$ cat config.mk
export PLATFORM = sky130hd
export DESIGN_NAME = d7seg_disp_sched
export DESIGN_NICKNAME = d
export VERILOG_FILES = /design/src/rtl/d7seg_pkg.sv /design/src/rtl/d7seg_scan_tick.sv /design/src/rtl/d7seg_disp_sched.sv
export SDC_FILE = /design/constraint.sdc
export NUM_CORES = 1
export LEC_CHECK = 0
export CORE_MARGIN = 2
export CORE_UTILIZATION = 35
export DETAILED_ROUTE_END_ITERATION = 16
export PLACE_DENSITY = 0.57
export SETUP_SLACK_MARGIN = 0.4
export SLEW_MARGIN = 30
export SYNTH_ARGS = -nofsm -noshare
export SYNTH_HDL_FRONTEND = slang
export SYNTH_HIERARCHICAL = 1
export SYNTH_SLANG_ARGS = --single-unit
$ cat constraint.sdc
create_clock -name clk -period 7.45 [get_ports clk]
set_clock_uncertainty 0.05 [all_clocks]
set_input_delay 0.745 -clock clk [delete_from_list [all_inputs] [get_ports clk]]
set_output_delay 0.745 -clock clk [all_outputs]
set_load 0.005 [all_outputs]
$ cat src/rtl/d7seg_pkg.sv
// d7seg_pkg: shared definitions for the MusicPlayer seven-segment display scheduler.
//   - src_t        : display owner codes (BASE / TRK / VOL), also the FSM state encoding
//   - DEC_D0..D3   : one-cold digit enables for digit indices 0..3
//   - DEC_BLANK    : all digits disabled
//   - dec_for()    : digit index -> one-cold enable
package d7seg_pkg;

  typedef enum logic [1:0] {
    SRC_BASE = 2'd0,
    SRC_TRK  = 2'd1,
    SRC_VOL  = 2'd2
  } src_t;

  localparam logic [3:0] DEC_D0    = 4'b1110;
  localparam logic [3:0] DEC_D1    = 4'b1101;
  localparam logic [3:0] DEC_D2    = 4'b1011;
  localparam logic [3:0] DEC_D3    = 4'b0111;
  localparam logic [3:0] DEC_BLANK = 4'b1111;

  function automatic logic [3:0] dec_for(input logic [1:0] s);
    logic [3:0] d;
    case (s)
      2'd0:    d = DEC_D0;
      2'd1:    d = DEC_D1;
      2'd2:    d = DEC_D2;
      default: d = DEC_D3;
    endcase
    return d;
  endfunction

endpackage

$ cat src/rtl/d7seg_scan_tick.sv
// d7seg_scan_tick: digit-slot divider and digit counter.
// Parameters:
//   SCAN_DIV : clk cycles per digit slot
// Ports:
//   clk  in   system clock
//   rst  in   synchronous active-high reset
//   tick out  last cycle of the current slot (divider at SCAN_DIV-1)
//   sel  out  registered digit index 0..3, advances after each tick
//   fb   out  frame boundary: tick on the last digit (sel == 3)
module d7seg_scan_tick #(
  parameter int SCAN_DIV = 5000
) (
  input  logic       clk,
  input  logic       rst,
  output logic       tick,
  output logic [1:0] sel,
  output logic       fb
);

  localparam int DW = (SCAN_DIV > 1) ? $clog2(SCAN_DIV) : 1;

  logic [DW-1:0] div_reg;

  assign tick = (div_reg == DW'(SCAN_DIV - 1));
  assign fb   = tick && (sel == 2'd3);

  always_ff @(posedge clk) begin
    if (rst) begin
      div_reg <= '0;
      sel     <= 2'd0;
    end else if (tick) begin
      div_reg <= '0;
      sel     <= sel + 2'd1;
    end else begin
      div_reg <= div_reg + 1'b1;
    end
  end

endmodule

$ cat src/rtl/d7seg_disp_sched.sv
// d7seg_disp_sched: display-ownership scheduler for the 4-digit seven-segment display.
// Chooses, frame by frame, whether the base value, a track overlay or a volume
// overlay owns the display; overlays switch only at frame boundaries.
// Optional build macro:
//   D7SEG_BLANK_LZ_EN : blank leading-zero digits 3..1 (digit 0 never blanked)
// Parameters:
//   SCAN_DIV    : clk cycles per digit slot
//   HOLD_FRAMES : frames an overlay stays visible after commit (>= 1)
// Ports:
//   clk      in   system clock
//   rst      in   synchronous active-high reset
//   base_val in   base content, 4 BCD nibbles, [3:0] rightmost, sampled live
//   trk_req  in   1-cycle pulse: request track overlay
//   trk_val  in   track content, captured with trk_req
//   vol_req  in   1-cycle pulse: request volume overlay
//   vol_val  in   volume content, captured with vol_req
//   sel      out  current digit index
//   dec      out  one-cold digit enable (4'b1111 = blanked)
//   nib      out  nibble for the current digit
//   src      out  current owner: 0 BASE, 1 TRK, 2 VOL
//   busy     out  high while an overlay owns the display
module d7seg_disp_sched
  import d7seg_pkg::*;
#(
  parameter int SCAN_DIV    = 5000,
  parameter int HOLD_FRAMES = 2000
) (
  input  logic        clk,
  input  logic        rst,
  input  logic [15:0] base_val,
  input  logic        trk_req,
  input  logic [15:0] trk_val,
  input  logic        vol_req,
  input  logic [15:0] vol_val,
  output logic [1:0]  sel,
  output logic [3:0]  dec,
  output logic [3:0]  nib,
  output logic [1:0]  src,
  output logic        busy
);

  localparam int HW = $clog2(HOLD_FRAMES + 1);
  localparam logic [HW-1:0] HOLD_LOAD = HW'(HOLD_FRAMES);

  logic          tick;
  logic          fb;
  logic [1:0]    sel_next;

  src_t          state_reg, state_next;
  logic [HW-1:0] hold_reg, hold_next, hold_dec;
  logic          pend_trk_reg, pend_trk_next;
  logic          pend_vol_reg, pend_vol_next;
  logic [15:0]   trk_buf_reg, trk_buf_next;
  logic [15:0]   vol_buf_reg, vol_buf_next;
  logic [15:0]   word_next;
  logic [3:0]    dec_reg, dec_next;
  logic [3:0]    nib_reg, nib_next;
  logic          busy_reg;

  d7seg_scan_tick #(.SCAN_DIV(SCAN_DIV)) u_scan (
    .clk  (clk),
    .rst  (rst),
    .tick (tick),
    .sel  (sel),
    .fb   (fb)
  );

  // dec/nib are registered against the digit index that will be current
  // after this edge, so they always line up with sel.
  assign sel_next = tick ? sel + 2'd1 : sel;

  // Newest request value always wins.
  assign trk_buf_next = trk_req ? trk_val : trk_buf_reg;
  assign vol_buf_next = vol_req ? vol_val : vol_buf_reg;

  assign hold_dec = (hold_reg != '0) ? hold_reg - 1'b1 : hold_reg;

  // Next-state logic. Pending flags are only consumed from their registered
  // value, so a request landing on a boundary cycle waits for the next frame;
  // a fresh request in the same cycle as a clear keeps the flag set.
  always_comb begin
    state_next    = state_reg;
    hold_next     = hold_reg;
    pend_trk_next = pend_trk_reg | trk_req;
    pend_vol_next = pend_vol_reg | vol_req;
    if (fb) begin
      hold_next = hold_dec;
      if (pend_trk_reg) begin
        state_next    = SRC_TRK;
        hold_next     = HOLD_LOAD;
        pend_trk_next = trk_req;
      end else if (state_reg != SRC_TRK && pend_vol_reg) begin
        state_next    = SRC_VOL;
        hold_next     = HOLD_LOAD;
        pend_vol_next = vol_req;
      end else if (state_reg != SRC_BASE && hold_dec == '0) begin
        if (pend_vol_reg) begin
          state_next    = SRC_VOL;
          hold_next     = HOLD_LOAD;
          pend_vol_next = vol_req;
        end else begin
          state_next = SRC_BASE;
        end
      end
    end
  end

  always_comb begin
    word_next = base_val;
    case (state_next)
      SRC_TRK: word_next = trk_buf_next;
      SRC_VOL: word_next = vol_buf_next;
      default: word_next = base_val;
    endcase
  end

  assign nib_next = word_next[4*sel_next +: 4];

`ifdef D7SEG_BLANK_LZ_EN
  // lz[k]: nibbles k..3 of the outgoing word are all zero.
  logic [3:0] lz;
  assign lz[0] = 1'b0;
  generate
    for (genvar gi = 1; gi < 4; gi++) begin : g_lz
      assign lz[gi] = (word_next[15:4*gi] == '0);
    end
  endgenerate
  assign dec_next = lz[sel_next] ? DEC_BLANK : dec_for(sel_next);
`else
  assign dec_next = dec_for(sel_next);
`endif

  always_ff @(posedge clk) begin
    if (rst) begin
      state_reg    <= SRC_BASE;
      hold_reg     <= '0;
      pend_trk_reg <= 1'b0;
      pend_vol_reg <= 1'b0;
      trk_buf_reg  <= '0;
      vol_buf_reg  <= '0;
      dec_reg      <= DEC_D0;
      nib_reg      <= 4'h0;
      busy_reg     <= 1'b0;
    end else begin
      state_reg    <= state_next;
      hold_reg     <= hold_next;
      pend_trk_reg <= pend_trk_next;
      pend_vol_reg <= pend_vol_next;
      trk_buf_reg  <= trk_buf_next;
      vol_buf_reg  <= vol_buf_next;
      dec_reg      <= dec_next;
      nib_reg      <= nib_next;
      busy_reg     <= (state_next != SRC_BASE);
    end
  end

  assign dec  = dec_reg;
  assign nib  = nib_reg;
  assign src  = state_reg;
  assign busy = busy_reg;

endmodule

[Word-level counts from Yosys, hierarchy flattened]
Cells that the tools add are included.
Cells by class
  equality and inequality tests: 7
  add/sub/neg operators: 3
  reductions and logical operators: 9
  shift operators: 1
  multiply operators: 0
  divide/modulo/power cells: 0
  muxes and demuxes: 22
  order comparisons: 0
  bitwise logic cells: 2
Operator list (number)
  $mux W11: 5
  $mux W16: 2
  $pmux W16 S2: 1
  $shiftx A16 B5 Y4: 1
  $add A13 B1 Y13 const B: 1
  $eq A13 B13 Y1 const B: 1
  $mux W2: 6
  $pmux W4 S3: 1
  $logic_not A11 Y1: 1
  $reduce_bool A11 Y1: 1
  $sub A11 B1 Y11 const B: 1
  $mux W1: 7
  $eq A2 B2 Y1 const B: 3
  $eq A2 B1 Y1 const B: 2
  $reduce_bool A2 Y1: 2
  $logic_and A1 B1 Y1: 3
  $add A2 B1 Y2 const B: 1
  $logic_not A2 Y1: 1
  $ne A2 B1 Y1 const B: 1
  $or A1 B1 Y1: 2
  $reduce_or A2 Y1: 1
Word-level totals
  memory bits (writable): 0
  latch bits: 0
  memories kept: 0
  output and inout bits: 13
  register bits: 71
  bits of input ports: 52
  logic and storage cells: 55
  ROM bits: 0

[Logic depth before layout (Yosys ltp)]
Gate-level depths: netlist of run 1.
  word-level depth: 11
  mapped depth: 19
  mapped depth without buffers: 16

[By module]
The synthesis of run 1 kept the hierarchy.
By module, submodules not included
  d7seg_disp_sched: area each 3022.9 um^2, times used 1, cells an instance 332
  d7seg_scan_tick: area each 664.4 um^2, times used 1, cells an instance 72

[Worst setup path before layout of run 1]
No wires, ideal clock.
  kind: reg-to-reg
  from: reg hold_reg[0]
  to: reg nib_reg[3] (netlist: nib[3])
  library setup time: 131 ps
  data arrival time: 3717 ps
  data required time: 7269 ps
  period minus slack after synthesis: 3898 ps
  buffers on the path: 2
  path slack: 3552 ps
  cell stages (with the launch flop): 18
  cells stage by stage: dfxtp_1 > inv_1 > ha_1 > clkbuf_1 > or3b_2 > a22o_1 > a211oi_1 > nor3b_1 > a21o_1 > a32oi_1 > a2bb2oi_1 > ha_1 > inv_1 > clkbuf_1 > a2bb2oi_1 > o22ai_1 > a221oi_1 > o31ai_1
On the way
  longest elaborated chain between the ends: 11
RTL lines
  start: declaration: line d7seg_disp_sched.sv:50  | logic [HW-1:0] hold_reg, hold_next, hold_dec;
  start signal: assignment: line d7seg_disp_sched.sv:146  | hold_reg <= hold_next;
  $sub A11 B1 Y11 or $reduce_bool A11 Y1 (tied branches): line d7seg_disp_sched.sv:76  | assign hold_dec = (hold_reg != '0) ? hold_reg - 1'b1 : hold_reg;
  $mux W11 *: line d7seg_disp_sched.sv:76
  $logic_not A11 Y1 *: line d7seg_disp_sched.sv:96  | end else if (state_reg != SRC_BASE && hold_dec == '0) begin
  $logic_and A1 B1 Y1 *: line d7seg_disp_sched.sv:96
  $mux W2 *: line d7seg_disp_sched.sv:96
  $mux W2 *: line d7seg_disp_sched.sv:92  | end else if (state_reg != SRC_TRK && pend_vol_reg) begin
  $mux W2 *: line d7seg_disp_sched.sv:88  | if (pend_trk_reg) begin
  $mux W2 *: line d7seg_disp_sched.sv:86  | if (fb) begin
  $eq A2 B2 Y1 or $eq A2 B1 Y1 (tied branches): line d7seg_disp_sched.sv:110  | case (state_next)
  $pmux W16 S2 *: line d7seg_disp_sched.sv:110
  $shiftx A16 B5 Y4 *: line d7seg_disp_sched.sv:117  | assign nib_next = word_next[4*sel_next +: 4];
  end signal: assignment: line d7seg_disp_sched.sv:152  | nib_reg <= nib_next;
  end: declaration: line d7seg_disp_sched.sv:57  | logic [3:0] nib_reg, nib_next;
Mark *: on every way between the ends. The rest lies on a longest branch, timed or not.
A chain may end at the register's enable or synchronous reset.

[Final worst setup path of run 1]
  from: reg hold_reg[0]
  to: reg nib_reg[2] (netlist: nib[2])
The elaborated chain is that of the path after synthesis.

==> impl_metrics.env, run 1 <==
export IMPL_synth_top_area_share_pct=38.5
export IMPL_dieArea_um2=11400
export IMPL_fillers=1038
export IMPL_hold_path_depth=1
export IMPL_first_iter_violations=229
export IMPL_synth_area_mux_share_pct=14.0
export IMPL_synth_cell_types=60
export IMPL_cts_tree="built"
export IMPL_antennaDiodeCount=0
export IMPL_die_w_um=107
export IMPL_via_per_inst=5.33
export IMPL_synth_fa_ha_area_share_pct=2.04
export IMPL_p_leak_nw=1.71
export IMPL_ys_top_cells_by_area="dfxtp_1, mux2i_1, nor2_1"
export IMPL_syn_cell_area_um2=3690
export IMPL_post_dp_hpwl_um=6870
export IMPL_grt_overflow_total=0
export IMPL_required_ps=7660
export IMPL_synth_top_cell_by_area="dfxtp_1"
export IMPL_root_buffer="clkbuf_8"
export IMPL_synth_top_family_by_area="simple AND/OR/NAND/NOR gates"
export IMPL_die_y_um=107
export IMPL_seqPwrFrac_pct=48.1
export IMPL_slew_viol_final=0
export IMPL_synth_edff_count=0
export IMPL_outcome="finished clean"
export IMPL_via_count=3191
export IMPL_startpoint_type="register"
export IMPL_grt_max_degree=63
export IMPL_clkTransAtPathRegs_ps=80
export IMPL_ys_seq_area_share_pct=38.5
export IMPL_synthArstFlopShare_pct=0
export IMPL_p_per_area_nw_per_um2=179
export IMPL_fmax_ghz=0.228
export IMPL_worst_hold_path_type="register to register"
export IMPL_cts_max_path_buffers=2
export IMPL_crit_path_max_fanout=10
export IMPL_placementRows=37
export IMPL_final_util_pct=45.1
export IMPL_clkPwrFrac_pct=42.5
export IMPL_htreeDepth=3
export IMPL_synth_compound_gate_area_share_pct=16.8
export IMPL_synth_cells=404
export IMPL_cp_data_arrival_time_ps=4600
export IMPL_ctsResizeCount=0
export IMPL_ir_worst_vdd_uv=84.1
export IMPL_intPower_mw=0.646
export IMPL_start_util_pct=35.9
export IMPL_postCtsSetupBuffers=0
export IMPL_post_drt_wl_per_cell_um=15.7
export IMPL_switching_power_mw=0.182
export IMPL_portBuffers=64
export IMPL_ant_nets=0
export IMPL_fin_crit_ps=4380
export IMPL_grt_pass1_vias=3066
export IMPL_fin_nets=516
export IMPL_multi_input_area_um2=2110
export IMPL_clk_latency_ps=350
export IMPL_maxCapViolCount=0
export IMPL_rsz0062_at_grt="no"
export IMPL_ys_flop_type="dfxtp_1"
export IMPL_swShare_pct=22.0
export IMPL_syn_area_per_cell_um2=9.13
export IMPL_synth_xor_area_share_pct=3.33
export IMPL_area_growth_syn_to_layout_pct=25.6
export IMPL_gp_routability_congestion=0.847
export IMPL_tightest_slew_ps=914
export IMPL_holdBufCountCts=0
export IMPL_wirelength_um=9410
export IMPL_drc=0
export IMPL_yosysMostFrequentCell="dfxtp_1"
export IMPL_numCtsBuffers=9
export IMPL_power_frac_comb_pct=9.5
export IMPL_grt_first_pass_wirelength_um=15500
export IMPL_grt_usage_pct=17.3
export IMPL_layout_drive_gt1_share_pct=11.4
export IMPL_synth_nets=462
export IMPL_cts_sinks=71
export IMPL_critPathKind="register to register"
export IMPL_fin_crit_sh_pct=58.8
export IMPL_num_io_pins=65
export IMPL_fp_coreArea_um2=10300
export IMPL_setup_viol=0
export IMPL_reg2reg_depth=15
export IMPL_synth_seq_cells=71
export IMPL_end_kind="register"
export IMPL_synth_warnings=6
export IMPL_synth_simple_gate_area_share_pct=20.8
export IMPL_slew_headroom_pct=38.6
export IMPL_synth_commonest_cells="dfxtp_1, nor2_1, mux2i_1"
export IMPL_antenna_found_initial=0
export IMPL_seqCellArea_um2=1420
export IMPL_hold_violations=0
export IMPL_setup_tns_ps=0
export IMPL_dr_pass1_iters=4
[per-layer routing]
layer | GRT usage (%) | vias to the layer above | share of wire [%]
li1 | - | 1576 | -
met1 | 23.7 | 1515 | 48
met2 | 26.6 | 88 | 45
met3 | 3.89 | 12 | 5.7
met4 | 6.22 | 0 | 1.7
met5 | 0 | - | 0
[cell usage in the layout (no fill, tap or decap), types with 3 or more instances in the layout]
| master | count |
|---|---|
| or3_1 | 4 |
| clkdlybuf4s50_1 | 62 |
| nor4_1 | 3 |
| mux4_2 | 3 |
| mux2_2 | 14 |
| nand2b_1 | 4 |
| dfxtp_1 | 71 |
| a221oi_1 | 8 |
| nand2_1 | 17 |
| clkbuf_8 | 11 |
| a22oi_1 | 7 |
| a21boi_0 | 3 |
| nand3_1 | 11 |
| mux2i_1 | 29 |
| xor2_1 | 4 |
| nor3_1 | 9 |
| o32ai_1 | 4 |
| o21ai_0 | 6 |
| o22a_1 | 3 |
| xnor2_1 | 9 |
| ha_1 | 6 |
| a21oi_1 | 8 |
| nand4_1 | 4 |
| or4_4 | 3 |
| a22o_1 | 5 |
| o31ai_1 | 4 |
| nor2_1 | 59 |
| a2bb2oi_1 | 3 |
| o22ai_1 | 11 |
| nor2b_1 | 12 |
| inv_1 | 16 |
| a211oi_1 | 4 |
[kinds of logic (layout without fill, tap and decap cells)]
group,count (synthesis),count (layout)
AO/OA/AOI/OAI,83,83
XOR/XNOR,14,14
adder cells (fa/ha/maj),6,6
buffers and inverters,40,99
flip-flops,71,71
multiplexers,46,46
AND/OR/NAND/NOR,144,144
[power groups by stage]
stage          registers, mW  clock network (mW)  logic [mW]
2_1_floorplan          0.405                   0      0.0382
3_3_place_gp           0.406                   0      0.0794
3_5_place_dp           0.407                   0      0.0796
4_1_cts                0.398               0.361      0.0800
5_1_grt                0.399               0.378      0.0858
6_report               0.398               0.351      0.0785
[final timing paths]
check	from	endpoint	slack (ps)
min	u_scan/div_reg[0]	u_scan/div_reg[0]	410
max reg2reg	hold_reg[0]	nib[2]	3070
min reg2reg	u_scan/div_reg[0]	u_scan/div_reg[0]	410
max	hold_reg[0]	nib[2]	3070
[layout make-up]
cell class | instances | area share, %
clock inverters | 3 | 1.41
flip-flops and latches | 71 | 30.7
multi-input cells | 293 | 45.5
well taps | 136 | 3.67
inverters | 17 | 1.38
repair buffers | 66 | 13.9
clock buffers | 13 | 3.43
[worst max-delay path: stages, from the launching register on]
cell and delay, ps:
dfxtp_1 380, inv_1 130, ha_1 360, or3b_2 510
a22o_1 190, a211oi_1 210, nor3b_1 430, a22oi_1 130
o21ai_0 280, and2_1 210, ha_1 290, clkinv_1 310
o22a_1 280, o22ai_1 160, a221oi_1 100, o31ai_1 260
[stage by stage]
stage	total power, mW	instances	hold WS, ps	instance area, um2	setup slack (ps)
detailed placement	0.486	583	398	4400	3090
global placement	0.486	583	379	4400	3180
finish	0.828	599	405	4630	3070
global route	0.862	599	429	4630	2580
CTS	0.839	599	410	4630	3070
floorplan	0.444	404	367	3690	3550
No activity file was read; power rests on OpenSTA's default activity.
==> inputs of run 2 (changes only) <==
PLACE_DENSITY = 0.59   (was 0.57)
clock period = 3.7 ns   (was 7.45 ns; I/O delays follow)
==> impl_metrics.env, run 2 (synthesis results as in run 1) <==
export IMPL_outcome="finished clean"
export IMPL_portBuffers=64
export IMPL_setup_viol=0
export IMPL_die_w_um=107
export IMPL_layout_drive_gt1_share_pct=25.6
export IMPL_fin_crit_sh_pct=95.6
export IMPL_post_drt_wl_per_cell_um=16.2
export IMPL_rsz0062_at_grt="yes"
export IMPL_cts_max_path_buffers=2
export IMPL_crit_chain="buf_6 -> nor4_4 -> buf_4 -> o211ai_1 -> o221ai_2 -> nor3b_4 -> a21o_1 -> a32oi_2 -> a2bb2oi_2 -> ha_4 -> clkinvlp_4 -> o22a_1 -> o22ai_2 -> a221oi_2 -> o31ai_1"
export IMPL_layoutNonFillerInstCount=640
export IMPL_fmax_ghz=0.283
export IMPL_cp_data_arrival_time_ps=3760
export IMPL_via_per_inst=5.35
export IMPL_placed_area_um2=4550
export IMPL_clk_latency_ps=350
export IMPL_antenna_found_initial=0
export IMPL_slew_headroom_pct=44.8
export IMPL_critPathBufInv=3
export IMPL_dieArea_um2=11400
export IMPL_post_dp_hpwl_um=6970
export IMPL_fp_coreArea_um2=10300
export IMPL_dp_cells=594
export IMPL_via_count=3427
export IMPL_final_util_pct=50.4
export IMPL_clkTransAtPathRegs_ps=80
export IMPL_ant_nets=0
export IMPL_holdBufCountCts=0
export IMPL_wirelength_um=10400
export IMPL_cpPeakStageDelay_ps=380
export IMPL_tightest_slew_ps=827
export IMPL_htreeDepth=3
export IMPL_num_io_pins=65
export IMPL_maxCapViolCount=0
export IMPL_placementRows=37
export IMPL_whs_ps=368
export IMPL_grt_max_degree=23
export IMPL_end_kind="register"
export IMPL_slew_viol_final=0
export IMPL_reg2reg_from="hold_reg[1]"
export IMPL_worstHoldStart="rst"
export IMPL_gp_routability_congestion=0.963
export IMPL_slowest_stage="nor4_4"
export IMPL_first_iter_violations=278
export IMPL_path_delay_family="compound AO/OA/AOI/OAI gates"
export IMPL_hold_violations=0
export IMPL_start_util_pct=35.9
export IMPL_stdcell_area_um2=5170
export IMPL_crit_path_max_fanout=6
export IMPL_grt_overflow_total=0
export IMPL_worst_hold_path_type="input pin to register"
export IMPL_numCtsBuffers=9
export IMPL_area_growth_syn_to_layout_pct=40.3
export IMPL_ir_worst_vdd_uv=216
export IMPL_grt_usage_pct=17.7
export IMPL_cts_sinks=71
export IMPL_grt_first_pass_wirelength_um=16000
export IMPL_grt_pass1_vias=3219
export IMPL_drc=0
export IMPL_p_leak_nw=1.96
export IMPL_cp_startpoint="hold_reg[1]"
export IMPL_final_cell_mix="dfxtp_1, clkdlybuf4s50_1, nor2_1"
export IMPL_critPathKind="register to register"
export IMPL_cts_tree="built"
export IMPL_final_common_cell="dfxtp_1"
export IMPL_dr_pass1_iters=5
export IMPL_root_buffer="clkbuf_8"
export IMPL_antennaDiodeCount=0
export IMPL_startpoint_type="register"
export IMPL_die_y_um=107
export IMPL_fin_nets=557
export IMPL_required_ps=3930
export IMPL_fin_crit_ps=3540
export IMPL_p_per_area_nw_per_um2=334
==> run 2: worst paths after layout <==
path | cells past startpoint | endpoint | slack (ps)
max | 15 | nib[1] | 160
min | 2 | trk_buf_reg[1] | 370
max reg2reg | 15 | nib[1] | 160
min reg2reg | 1 | u_scan/div_reg[0] | 410
==> run 2: repair_timing <==
item / 4_1_cts / 5_1_grt
cloned: 1 / 0
endpoints found under the setup margin: 4 / 4
setup buffers: 19 / 10
pin swaps: 27 / 18
gates resized for setup: 29 / 9
==> run 2: cell type report <==
type                            count  area [um2]
Timing Repair Buffer              106         966
Timing Repair inverter              1        7.51
Tap cell                          136         170
Clock buffer                        9         124
Fill cell                         970        5100
Sequential cell                    71        1440
Clock inverter                      7         120
Multi-Input combinational cell    293        2280
Inverter                           17        70.1
==> run 2: layer usage <==
layer	track usage [%]	share of wire, %
met2	27.5	45
met3	3.89	6.2
met1	24.3	46
met5	0	0
met4	6.31	2.6
==> run 2: through the flow <==
step           TNS (ps)  setup WS, ps  total power [mW]
2_1_floorplan         0           391             0.894
5_1_grt            -193         -73.8              1.79
3_3_place_gp          0           158             0.977
6_report              0           161              1.73
4_1_cts               0           263              1.74
3_5_place_dp          0           118             0.979
==> run 2: where the power goes <==
group	internal, mW	switching (mW)
Combinational	0.0951	0.0648
Sequential	0.787	0.0105
Clock	0.450	0.321
